--- src/rtl/fifo_pkg.sv ---
// Shared constants and helpers for the single-clock circular-buffer FIFO.
package fifo_pkg;

    localparam int FIFO_DATA_W = 4;
    localparam int FIFO_DEPTH  = 8;

    // Number of address bits needed to index a buffer of the given depth.
    function automatic int ptr_width(input int depth);
        return (depth > 1) ? $clog2(depth) : 1;
    endfunction

endpackage : fifo_pkg

--- src/rtl/fifo_mem.sv ---
// DEPTH x DATA_W register array: synchronous write port, registered read port.
// Only the read register is reset; the storage array keeps its contents.
module fifo_mem
    import fifo_pkg::*;
#(
    parameter int DATA_W = FIFO_DATA_W,
    parameter int DEPTH  = FIFO_DEPTH,
    parameter int ADDR_W = ptr_width(FIFO_DEPTH)
) (
    input  logic              clk,
    input  logic              rst,
    input  logic              wr_en,
    input  logic [ADDR_W-1:0] wr_addr,
    input  logic [DATA_W-1:0] wr_data,
    input  logic              rd_en,
    input  logic [ADDR_W-1:0] rd_addr,
    output logic [DATA_W-1:0] rd_data
);

    logic [DATA_W-1:0] mem [DEPTH];

    // Storage write; no reset so the array maps onto plain registers/RAM.
    always_ff @(posedge clk) begin
        if (wr_en) begin
            mem[wr_addr] <= wr_data;
        end
    end

    // Read register: cleared by reset, otherwise loads only on an accepted read.
    always_ff @(posedge clk) begin
        if (!rst) begin
            rd_data <= '0;
        end else if (rd_en) begin
            rd_data <= mem[rd_addr];
        end
    end

endmodule : fifo_mem

--- src/rtl/fifo.sv ---
// Single-clock synchronous FIFO with wrapping pointers and an occupancy counter.
// Optional error pulses (overflow/underflow) are built when FIFO_ERR_FLAGS_EN
// is defined; the default build exposes only the eight base ports.
module fifo
    import fifo_pkg::*;
#(
    parameter int DATA_W = FIFO_DATA_W,
    parameter int DEPTH  = FIFO_DEPTH
) (
    output logic [DATA_W-1:0] data_out,
    output logic              empty,
    output logic              full,
    input  logic [DATA_W-1:0] data_in,
    input  logic              clk,
    input  logic              rst,
    input  logic              wr_en,
    input  logic              rd_en
`ifdef FIFO_ERR_FLAGS_EN
    ,
    output logic              overflow,
    output logic              underflow
`endif
);

    localparam int ADDR_W = ptr_width(DEPTH);
    localparam logic [ADDR_W:0] FULL_CNT = (ADDR_W+1)'(DEPTH);

    logic [ADDR_W-1:0] wr_ptr;
    logic [ADDR_W-1:0] rd_ptr;
    logic [ADDR_W:0]   count;
    logic              do_wr;
    logic              do_rd;

    // Flags come straight from the counter; acceptance is gated by them so
    // overflow/underflow requests never disturb state.
    always_comb begin
        empty = (count == '0);
        full  = (count == FULL_CNT);
        do_wr = wr_en && !full;
        do_rd = rd_en && !empty;
    end

    // Pointer and occupancy tracking; DEPTH is a power of two so pointers wrap naturally.
    always_ff @(posedge clk) begin
        if (!rst) begin
            wr_ptr <= '0;
            rd_ptr <= '0;
            count  <= '0;
        end else begin
            if (do_wr) begin
                wr_ptr <= wr_ptr + 1'b1;
            end
            if (do_rd) begin
                rd_ptr <= rd_ptr + 1'b1;
            end
            case ({do_wr, do_rd})
                2'b10:   count <= count + 1'b1;
                2'b01:   count <= count - 1'b1;
                default: count <= count;
            endcase
        end
    end

    fifo_mem #(
        .DATA_W (DATA_W),
        .DEPTH  (DEPTH),
        .ADDR_W (ADDR_W)
    ) u_mem (
        .clk     (clk),
        .rst     (rst),
        .wr_en   (do_wr),
        .wr_addr (wr_ptr),
        .wr_data (data_in),
        .rd_en   (do_rd),
        .rd_addr (rd_ptr),
        .rd_data (data_out)
    );

`ifdef FIFO_ERR_FLAGS_EN
    // One-cycle error pulses flagging requests that were refused.
    always_ff @(posedge clk) begin
        if (!rst) begin
            overflow  <= 1'b0;
            underflow <= 1'b0;
        end else begin
            overflow  <= wr_en && full;
            underflow <= rd_en && empty;
        end
    end
`endif

endmodule : fifo

--- config.mk ---
export PLATFORM = sky130hd
export DESIGN_NAME = fifo
export DESIGN_NICKNAME = d
export VERILOG_FILES = /design/src/rtl/fifo_pkg.sv /design/src/rtl/fifo_mem.sv /design/src/rtl/fifo.sv
export SDC_FILE = /design/constraint.sdc
export NUM_CORES = 1
export LEC_CHECK = 0
export ABC_AREA = 1
export BUFFER_PORTS_ARGS = -buffer_cell sky130_fd_sc_hd__buf_2
export CAP_MARGIN = 20
export CORE_MARGIN = 1
export CORE_UTILIZATION = 41
export CTS_BUF_LIST = sky130_fd_sc_hd__clkbuf_8
export CTS_CLUSTER_SIZE = 14
export DETAILED_ROUTE_END_ITERATION = 12
export PLACE_DENSITY = 0.7
export SLEW_MARGIN = 10
export SYNTH_ARGS = -nofsm -noshare
export SYNTH_HDL_FRONTEND = slang
export SYNTH_SLANG_ARGS = --single-unit
--- constraint.sdc ---
create_clock -name clk -period 2.79 [get_ports clk]
set_input_delay 0.279 -clock clk [delete_from_list [all_inputs] [get_ports clk]]
set_output_delay 0.279 -clock clk [all_outputs]
set_load 0.03 [all_outputs]
==> summary.md <==
| Metric | Value |
|---|---|
| Non-Filler Instances | `310` |
| Global-route wire length before repair | `6313 um` |
| Final #Nets | `256` |
| Register share of total power | `43.8%` |
| CP Class | `flop to flop` |
| Yosys cell types | `24` |
| Setup TNS Final | `0 ps` |
| Synthesized area per cell | `9.406 um2` |
| Gpl congestion | `0.8516` |
| DRC | `0` |
| Post-synth top flop | `edfxtp_1` |
| Clock Tree Buf Depth | `2` |
| EDFF count, synth | `32` |
| Max_cap viols | `0` |
| Area growth from synthesis to layout | `10.18%` |
| Hold Path Depth | `3` |
| Rel. slew slack | `51.92%` |
| Register area share after synthesis | `58.39%` |
| I/O pin count | `14` |
| Vias in the first global route | `1,305` |
| CP Launch Type | `flop` |
| Initial antenna violation count | `0` |
| Largest net degree at the start of global routing | `19` |
| PwrDens | `883.5 nW/um2` |
| Fmax | `480.8 MHz` |
| Int Pwr | `1.310 mW` |
| Yosys warns | `0` |
| Root Driver | `clkbuf_8` |
| Width of the die | `74.01 um` |
| WL final | `3839 um` |
| Mapped Cells | `226` |
| Most frequent cell after synthesis | `nand2_1` |
| Final Critical Period | `2080 ps` |
| Number of diodes | `0` |
| Port Buffers | `13` |
| Setup crit end kind | `flop` |
| Net switching power figure | `759.4 uW` |
| Drt initial violations | `75` |
| Worst R2R Start | `count[0]` |
| HP Start | `rst` |
| Total core area | `4848 um2` |
| Post-cts sizing count | `0` |
| Yosys top cell area share | `45.20%` |
| Sink Count | `46` |
| Grt ovf | `0` |
| Asr flop ratio synth | `0%` |
| Peak supply drop | `0.3846 mV` |
| Reg clk slew, reported paths | `90 ps` |
| DR vias/cell | `4.719` |
| Final setup margin | `710.2 ps` |
| # H-tree levels | `2` |
| Critical path arrival | `2320 ps` |
| Clock share of power | `23.3%` |
| Post-synth top area cell | `edfxtp_1` |
| Max FO, Critical Path | `10` |
| Final Max Slew Viols | `0` |
| DP HPWL | `2796 um` |
| CTS tree | `built` |
| Placed Cells incl. Taps | `302` |
| R2r setup slk | `710 ps` |
| Final core utilization | `48.31%` |
| GRT Resource Usage Total | `15.85%` |
| Flops & latches, synth | `46` |
| Reg2Reg Depth | `12` |
| Mapped cell area | `2126 um2` |
| Initial core utilization | `43.85%` |
| Final hold violation count | `0` |
| Worst hold endpoint | `count[1]` |
| Rows | `25` |
| Worst slew pin tran | `720.2 ps` |
| Status | `completed` |
| # hold bufs at CTS | `0` |
| Final Skew | `7.551 ps` |
| Die Ht | `74.01 um` |
| Wirelength per Cell | `12.38 um` |
| RSZ-0062 raised after global routing | `no` |
| Synth top cells by count | `nand2_1 (50), inv_1 (41), edfxtp_1 (32)` |
| Die area | `5477 um2` |
| Worst hold path type | `primary input to flop` |
| CP required | `3030 ps` |
| RR Endpoint | `count[3]` |
| Pleak | `1.023 nW` |
| Combinational power share | `32.9%` |
| Syn_nets | `240` |
| Number of buffers created by CTS | `5` |
| Total number of vias | `1,463` |
| Switching portion of total power | `36.70%` |
| Top cells by area, synth | `edfxtp_1 (45%), dfxtp_1 (13%), nand2_1 (8.8%)` |
| Endpoints failing setup | `0` |
| ANT nets after route | `0` |
| Setup slack after placement | `746.0 ps` |
| Post-CTS Setup Bufs | `0` |
| Period utilisation layout | `74.55%` |
| TritonRoute pass-1 iters | `4` |
| Clk_lat worst skew | `300 ps` |
| Share of cells above drive strength 1 | `14.81%` |
[worst max path at each step]
stage,from,slack [ps],cells after the start,endpoint
final,count[0],710,12,count[3]
after global routing,count[0],500,12,count[3]
after CTS,count[0],720,12,count[3]
after detailed placement,count[0],750,12,count[3]
after global placement,count[0],770,12,count[3]
after floorplan,count[0],880,12,count[3]
[state kept, by name, summed over array words and instances (netlist names)]
signal,flops
u_mem.rd_data,4
count,4
wr_ptr,3
rd_ptr,3
u_mem.mem,32
[power groups by stage]
| stage | Clock [mW] | Combinational (mW) | Sequential [mW] |
|---|---|---|---|
| finish | 0.482 | 0.681 | 0.907 |
| global route | 0.513 | 0.774 | 0.921 |
| CTS | 0.492 | 0.683 | 0.907 |
| detailed placement | 0 | 0.680 | 0.923 |
| global placement | 0 | 0.665 | 0.923 |
| floorplan | 0 | 0.552 | 0.909 |
[per-layer routing]
metal,vias to the layer above,part of all wire (%),GRT usage [%],wire (um)
met3,5,3.5,3.794,134
met4,0,1.1,5.128,44
met2,27,48,25.86,1852
met5,-,0,0,0
li1,759,-,-,-
met1,672,47,20.92,1808
[worst max-delay path, stage by stage (launching register included)]
cell	delay [ps]
dfxtp_1	350
nor2_1	180
nand3_2	120
nand2_4	130
inv_2	80
ha_1	230
ha_1	310
or2_2	290
nand2_1	70
nand3_1	60
nand2_1	60
nand2_1	40
a21oi_1	110
[cells in the final DEF (no fill, tap or decap)]
master / netlist / layout
a21oi_1: 12 / 12
and3_1: 1 / 1
buf_2: 0 / 13
bufinv_16: 0 / 1
clkbuf_8: 0 / 5
clkinv_1: 1 / 1
clkinv_2: 0 / 1
clkinvlp_2: 0 / 1
dfxtp_1: 14 / 14
edfxtp_1: 32 / 32
fa_1: 1 / 1
ha_1: 5 / 5
inv_1: 41 / 41
inv_2: 1 / 1
inv_6: 1 / 1
nand2_1: 50 / 50
nand2_2: 9 / 9
nand2_4: 1 / 1
nand3_1: 29 / 29
nand3_2: 1 / 1
nor2_1: 11 / 11
nor3_1: 1 / 1
nor3b_2: 1 / 1
o21ai_0: 8 / 8
or2_2: 1 / 1
xnor2_1: 1 / 1
[metrics by stage]
stage                     hold slack (ps)  area, um2  power, mW
final                               280.1       2342      2.069
after global routing                279.6       2342      2.208
after CTS                           273.3       2342      2.082
after detailed placement            464.8       2233      1.603
after global placement              463.0       2233      1.588
after floorplan                     377.9       2126      1.461
[kinds of logic after synthesis]
| group | synth area share, % |
|---|---|
| and+or+nand+nor | 22.66 |
| buffers and inverters | 9.946 |
| DFF | 58.39 |
| AOI/OAI and AO/OA | 4.709 |
| adders and majority gates | 3.885 |
| xor gates and xnor gates | 0.4121 |
[area by class of cell]
cell class / instances / area, um2
Inverter: 44 / 170.2
Clock inverter: 3 / 40.04
Clock buffer: 5 / 68.82
Tap cell: 67 / 83.83
Sequential cell: 46 / 1241
Multi-Input combinational cell: 132 / 673.1
Fill cell: 461 / 2506
Timing Repair Buffer: 13 / 65.06
(Power assumes the default switching activity.)
